File: config.mk
export PLATFORM = sky130hd
export DESIGN_NAME = pc_unit
export DESIGN_NICKNAME = d
export VERILOG_FILES = /design/src/rtl/pc_unit.sv
export SDC_FILE = /design/constraint.sdc
export NUM_CORES = 1
export LEC_CHECK = 0
export BUFFER_PORTS_ARGS = -buffer_cell sky130_fd_sc_hd__buf_2
export CORE_MARGIN = 1.5
export CORE_UTILIZATION = 40
export DETAILED_ROUTE_END_ITERATION = 7
export GPL_TIMING_DRIVEN = 0
export SETUP_SLACK_MARGIN = 0.05
export SKIP_LAST_GASP = 1
export SYNTH_ARGS = -nofsm -noshare
export SYNTH_HDL_FRONTEND = slang
export SYNTH_SLANG_ARGS = --single-unit
File: constraint.sdc
create_clock -name clk -period 3 [get_ports clk]
set_clock_uncertainty 0.15 [all_clocks]
set_input_delay 0.3 -clock clk [delete_from_list [all_inputs] [get_ports clk]]
set_output_delay 0.3 -clock clk [all_outputs]
set_load 0.02 [all_outputs]
File: src/rtl/pc_unit.sv
// pc_unit -- program counter, instruction register and processor flag unit.
//
// Holds the program counter, the current instruction word and the five
// processor flags. It evaluates the 4-bit condition field of the held
// instruction, and it resolves increment, jump (JAL/Jcond) and relative
// branch (Bcond) updates of the PC.
//
// Optional feature (compile-time macro): FLAG_BYPASS_EN
//   When defined, a conditional jump/branch issued in the same cycle as a
//   flag write evaluates its condition on the incoming alu* flags.
//   When undefined, conditions always use the registered flags.
//
// Ports
//   clk          in   1  rising-edge clock
//   reset        in   1  synchronous, active-high reset
//   pcEn         in   2  00 hold, 01 increment, 10 jump (JAL/Jcond), 11 branch (Bcond)
//   pcRegEn      in   1  load memData into the instruction register
//   memData      in  16  instruction word from memory
//   jumpTarget   in  16  absolute target for JAL/Jcond
//   flagWrEn     in   1  latch the ALU flags
//   aluC..aluN   in   1  flags from the ALU
//   pc           out 16  registered program counter
//   instruction  out 16  registered instruction word
//   C,L,F,Z,N    out  1  registered processor flags
//   linkAddr     out 16  combinational pc+1 (JAL return address)
//   branchTaken  out  1  one-cycle pulse after a taken jump/branch
module pc_unit (
  input  logic        clk,
  input  logic        reset,
  input  logic [1:0]  pcEn,
  input  logic        pcRegEn,
  input  logic [15:0] memData,
  input  logic [15:0] jumpTarget,
  input  logic        flagWrEn,
  input  logic        aluC,
  input  logic        aluL,
  input  logic        aluF,
  input  logic        aluZ,
  input  logic        aluN,
  output logic [15:0] pc,
  output logic [15:0] instruction,
  output logic        C,
  output logic        L,
  output logic        F,
  output logic        Z,
  output logic        N,
  output logic [15:0] linkAddr,
  output logic        branchTaken
);

  localparam logic [1:0] PC_HOLD = 2'b00;
  localparam logic [1:0] PC_INC  = 2'b01;
  localparam logic [1:0] PC_JUMP = 2'b10;
  localparam logic [1:0] PC_BR   = 2'b11;

  localparam logic [3:0] JAL_OPX = 4'b1000;

  logic [15:0]        r_pc;
  logic [15:0]        r_instr;
  logic [4:0]         r_flags;      // {C,L,F,Z,N}
  logic               r_bt;

  logic [4:0]         w_alu_flags;
  logic [4:0]         w_eval_flags;
  logic [3:0]         w_cond;
  logic               w_cond_true;
  logic               w_is_jal;
  logic signed [15:0] w_disp;
  logic [15:0]        w_pc_inc;
  logic [15:0]        w_pc_br;
  logic [15:0]        w_pc_next;
  logic               w_taken;

  assign w_alu_flags = {aluC, aluL, aluF, aluZ, aluN};

`ifdef FLAG_BYPASS_EN
  // Forward the flags being written this cycle so a compare followed
  // immediately by a branch sees the fresh result.
  assign w_eval_flags = flagWrEn ? w_alu_flags : r_flags;
`else
  assign w_eval_flags = r_flags;
`endif

  assign w_cond   = r_instr[11:8];
  assign w_is_jal = (r_instr[7:4] == JAL_OPX);

  // 8-bit signed displacement, sign-extended; the 16-bit add wraps naturally.
  assign w_disp   = {{8{r_instr[7]}}, r_instr[7:0]};
  assign w_pc_inc = r_pc + 16'd1;
  assign w_pc_br  = r_pc + $unsigned(w_disp);

  always_comb begin
    logic fc, fl, ff, fz, fn;
    {fc, fl, ff, fz, fn} = w_eval_flags;
    w_cond_true = 1'b0;
    case (w_cond)
      4'b0000: w_cond_true = fz;
      4'b0001: w_cond_true = !fz;
      4'b0010: w_cond_true = fc;
      4'b0011: w_cond_true = !fc;
      4'b0100: w_cond_true = fl;
      4'b0101: w_cond_true = !fl;
      4'b0110: w_cond_true = fn;
      4'b0111: w_cond_true = !fn;
      4'b1000: w_cond_true = ff;
      4'b1001: w_cond_true = !ff;
      4'b1010: w_cond_true = !fl && !fz;
      4'b1011: w_cond_true = fl || fz;
      4'b1100: w_cond_true = !fn && !fz;
      4'b1101: w_cond_true = fn || fz;
      4'b1110: w_cond_true = 1'b1;
      default: w_cond_true = 1'b0;
    endcase
  end

  always_comb begin
    w_pc_next = r_pc;
    w_taken   = 1'b0;
    case (pcEn)
      PC_HOLD: w_pc_next = r_pc;
      PC_INC:  w_pc_next = w_pc_inc;
      PC_JUMP: begin
        // JAL ignores the condition field; Jcond falls through to pc+1.
        if (w_is_jal || w_cond_true) begin
          w_pc_next = jumpTarget;
          w_taken   = 1'b1;
        end else begin
          w_pc_next = w_pc_inc;
        end
      end
      PC_BR: begin
        if (w_cond_true) begin
          w_pc_next = w_pc_br;
          w_taken   = 1'b1;
        end else begin
          w_pc_next = w_pc_inc;
        end
      end
      default: w_pc_next = r_pc;
    endcase
  end

  always_ff @(posedge clk) begin
    if (reset) begin
      r_pc    <= 16'h0000;
      r_instr <= 16'h0000;
      r_flags <= 5'b00000;
      r_bt    <= 1'b0;
    end else begin
      r_pc <= w_pc_next;
      r_bt <= w_taken;
      if (pcRegEn) begin
        r_instr <= memData;
      end
      if (flagWrEn) begin
        r_flags <= w_alu_flags;
      end
    end
  end

  assign pc                = r_pc;
  assign instruction       = r_instr;
  assign {C, L, F, Z, N}   = r_flags;
  assign branchTaken       = r_bt;
  assign linkAddr          = w_pc_inc;

endmodule

==> metrics <==
Final #Nets=between 500 and 600; Iter 0 DRT Violations=around 150; most common cell in the netlist=dfxtp_1; GRT Resource Usage Total=0.232; crit start category=flop; CTS Buffer Depth=2; worst-path cell chain=ha_1 > fa_1 > a21o_1 > a21boi_1 > o21ai_1 > a21oi_2 > xnor2_1 > or4_1 > o31ai_2; Reg area=between 700 and 800 um^2; final RePlAce weighted congestion=between 0.9 and 1; Routed Antenna Nets=0; die height=a little over 90 um; Syn Std Cell Area=between 3000 and 4000 um^2; Post-synth EDFFs=0; actual slew at the worst max-slew pin=just over 0.8 ns; H-tree depth=2; placed cell count=about 560; # setup viols final=0; Layout area overhead=22.8%; Fillers=~770; Core Util, Final=0.501; Final Max Tran Viols=0; Worst Path Required=about 3.1 ns; Wirelength per Cell=around 17 um; vias in the first global route=2961; first-pass GRT wire length=15200 um; crit-path max cell delay=roughly 0.43 ns; port bufs=about 90; n_diodes=0; Netlist cell types=65; Setup Buffers After CTS=0; syn avg cell area=8.57 um^2; worst skew pair latency=approximately 0.3 ns; core area=7650 um^2; Die Wd=approximately 90 um; PnR worst setup slack=around 0.24 ns; Multi-input gate area=2190 um^2; Synth area leaders=dfxtp_1 (24%), mux2i_1 (8.0%), ha_1 (6.4%); R2R setup slack=0.24 ns; R2R depth=9; detailed-router iteration count before antenna repair=4; Finished Layout Cells=around 570; critical path type=reg -> reg; total grt overflow=0; Fin. Hold Viols=0; worst path arrival time=~2.8 ns; Die ar.=approximately 8300 um^2; asr flop ratio synth=0; Rows=32; Mapped Cells=around 360; vias per cell=roughly 5.5; Setup WS pre-CTS=approximately 0.085 ns; Post-Route WL=around 9600 um; Final Cycle Share=0.919; Worst Hold Class=in -> reg; FF+latch count, synth=38; HPWL after DPL=between 7000 and 8000 um; critical path fanouts, max=9; CP Buf/Inv Count=0; placed cell area=3710 um^2; CP max-delay cell=or4_1; WHS=about 0.085 ns; post-route cell area=between 3000 and 4000 um^2; power consumption=about 1.7 mW; DRC viols=0; Yosys warnings=0; clk slew on worst S/H paths=0.08 ns; clock sinks=38; Crit Reg-Reg Endpoint=pc[8]$_SDFFE_PP0P_; final setup TNS=0 ns; crit end category=flop; Hold Startpoint=memData[2]; RSZ-0062 raised after global routing=yes; Seq/Total Area, Yosys=0.244; Commonest cells post-synth=dfxtp_1 (38), nor2_1 (34), a21oi_1 (31); Hold Crit Depth=3; Root Buffer=clkbuf_8; TritonCTS clock tree=done; Inserted Clock Buffers=5; max-cap viol count=0; Power per Cell Area=approximately 450 nW/um^2; worst slew slack as a fraction of its limit=0.451; cell family with most CP delay=compound AO/OA/AOI/OAI gates; Reg2Reg Launch Point=pc[0]$_SDFFE_PP0P_; Main synth FF type=dfxtp_1; Achievable Freq=approximately 360 MHz; syn_nets=about 420; largest net degree at the start of global routing=13; share of layout cells above drive strength 1=0.300; Hold Path Sink=instruction[2]$_SDFFE_PP0P_; number of hold buffers added after CTS=0; vias=approximately 3100; IO Count=97; leak pwr=about 1.8 nW; Final min period=2.76 ns; Synth top area share=0.244; VDD IR-drop max=~230 uV; Initial Utilization=0.408; post-synth top area cell=dfxtp_1; outcome=finished clean; initial antenna violation count=0
## flip-flops by register name, indices dropped and copies added (netlist names)
| name | cells |
|---|---|
| branchTaken | 1 |
| r_flags | 5 |
| pc | 16 |
| instruction | 16 |
## report_power, final
| part | total, mW | switching (mW) | internal, mW |
|---|---|---|---|
| Sequential | 0.616 | 0.0701 | 0.546 |
| Combinational | 0.652 | 0.381 | 0.271 |
| Clock | 0.467 | 0.201 | 0.267 |
## cell type report
type                       count  share of cell area
inverter                      11              0.0108
buffer                        21              0.0340
clock buffer                   6              0.0216
sequential                    38               0.199
clock inverter                 1             0.00784
tap                          102              0.0333
multi-input combinational    294               0.573
timing repair buffer          92               0.120
## cell families after synthesis
| group | count (synthesis) | synth area share |
|---|---|---|
| buffers and inverters | 32 | 0.0550 |
| AND/OR/NAND/NOR | 107 | 0.179 |
| AO/OA/AOI/OAI | 108 | 0.256 |
| XOR/XNOR | 29 | 0.0815 |
| adder cells (fa/ha/maj) | 17 | 0.0706 |
| multiplexers | 33 | 0.114 |
| flip-flops | 38 | 0.244 |
## layer usage
layer,vias up,wire [um],GRT usage
li1,1549,-,-
met5,-,0,0
met1,1475,4280,0.314
met2,99,4570,0.386
met4,0,101,0.0573
met3,7,668,0.0335
## placed cells by master (no fill, tap or decap), types with 8 or more instances in the layout
| cell | synthesis | layout |
|---|---|---|
| buf_2 | 4 | 96 |
| o21ai_0 | 14 | 13 |
| nand2_1 | 20 | 20 |
| a211oi_1 | 9 | 8 |
| nor2_1 | 34 | 34 |
| ha_1 | 16 | 16 |
| xnor2_1 | 15 | 15 |
| xor2_1 | 14 | 14 |
| inv_1 | 9 | 9 |
| mux2i_1 | 25 | 25 |
| a21oi_1 | 31 | 30 |
| dfxtp_1 | 38 | 37 |
| clkbuf_1 | 10 | 10 |
## tightest hold or removal path, stage by stage
cell     delay (ns)
buf_2          0.07
mux2i_1        0.05
nor2_1         0.07
## worst max path at each step
stage | to | slack [ns] | depth (start not counted) | from
finish | pc[8]$_SDFFE_PP0P_ | 0.24 | 9 | pc[0]$_SDFFE_PP0P_
global route | pc[15]$_SDFFE_PP0P_ | 0.04 | 8 | pc[0]$_SDFFE_PP0P_
CTS | pc[8]$_SDFFE_PP0P_ | 0.05 | 9 | pc[0]$_SDFFE_PP0P_
detailed placement | pc[8]$_SDFFE_PP0P_ | 0.08 | 9 | pc[0]$_SDFFE_PP0P_
global placement | pc[8]$_SDFFE_PP0P_ | 0.09 | 9 | pc[0]$_SDFFE_PP0P_
floorplan | pc[8]$_SDFFE_PP0P_ | 0.39 | 9 | pc[0]$_SDFFE_PP0P_
## what timing repair did
action | in CTS | in global routing
pin swaps | 0 | 1
endpoints found under the setup margin | 1 | 4
gates resized for setup | 1 | 4
gates cloned | 0 | 0
No activity file was read; power rests on OpenSTA's default activity.
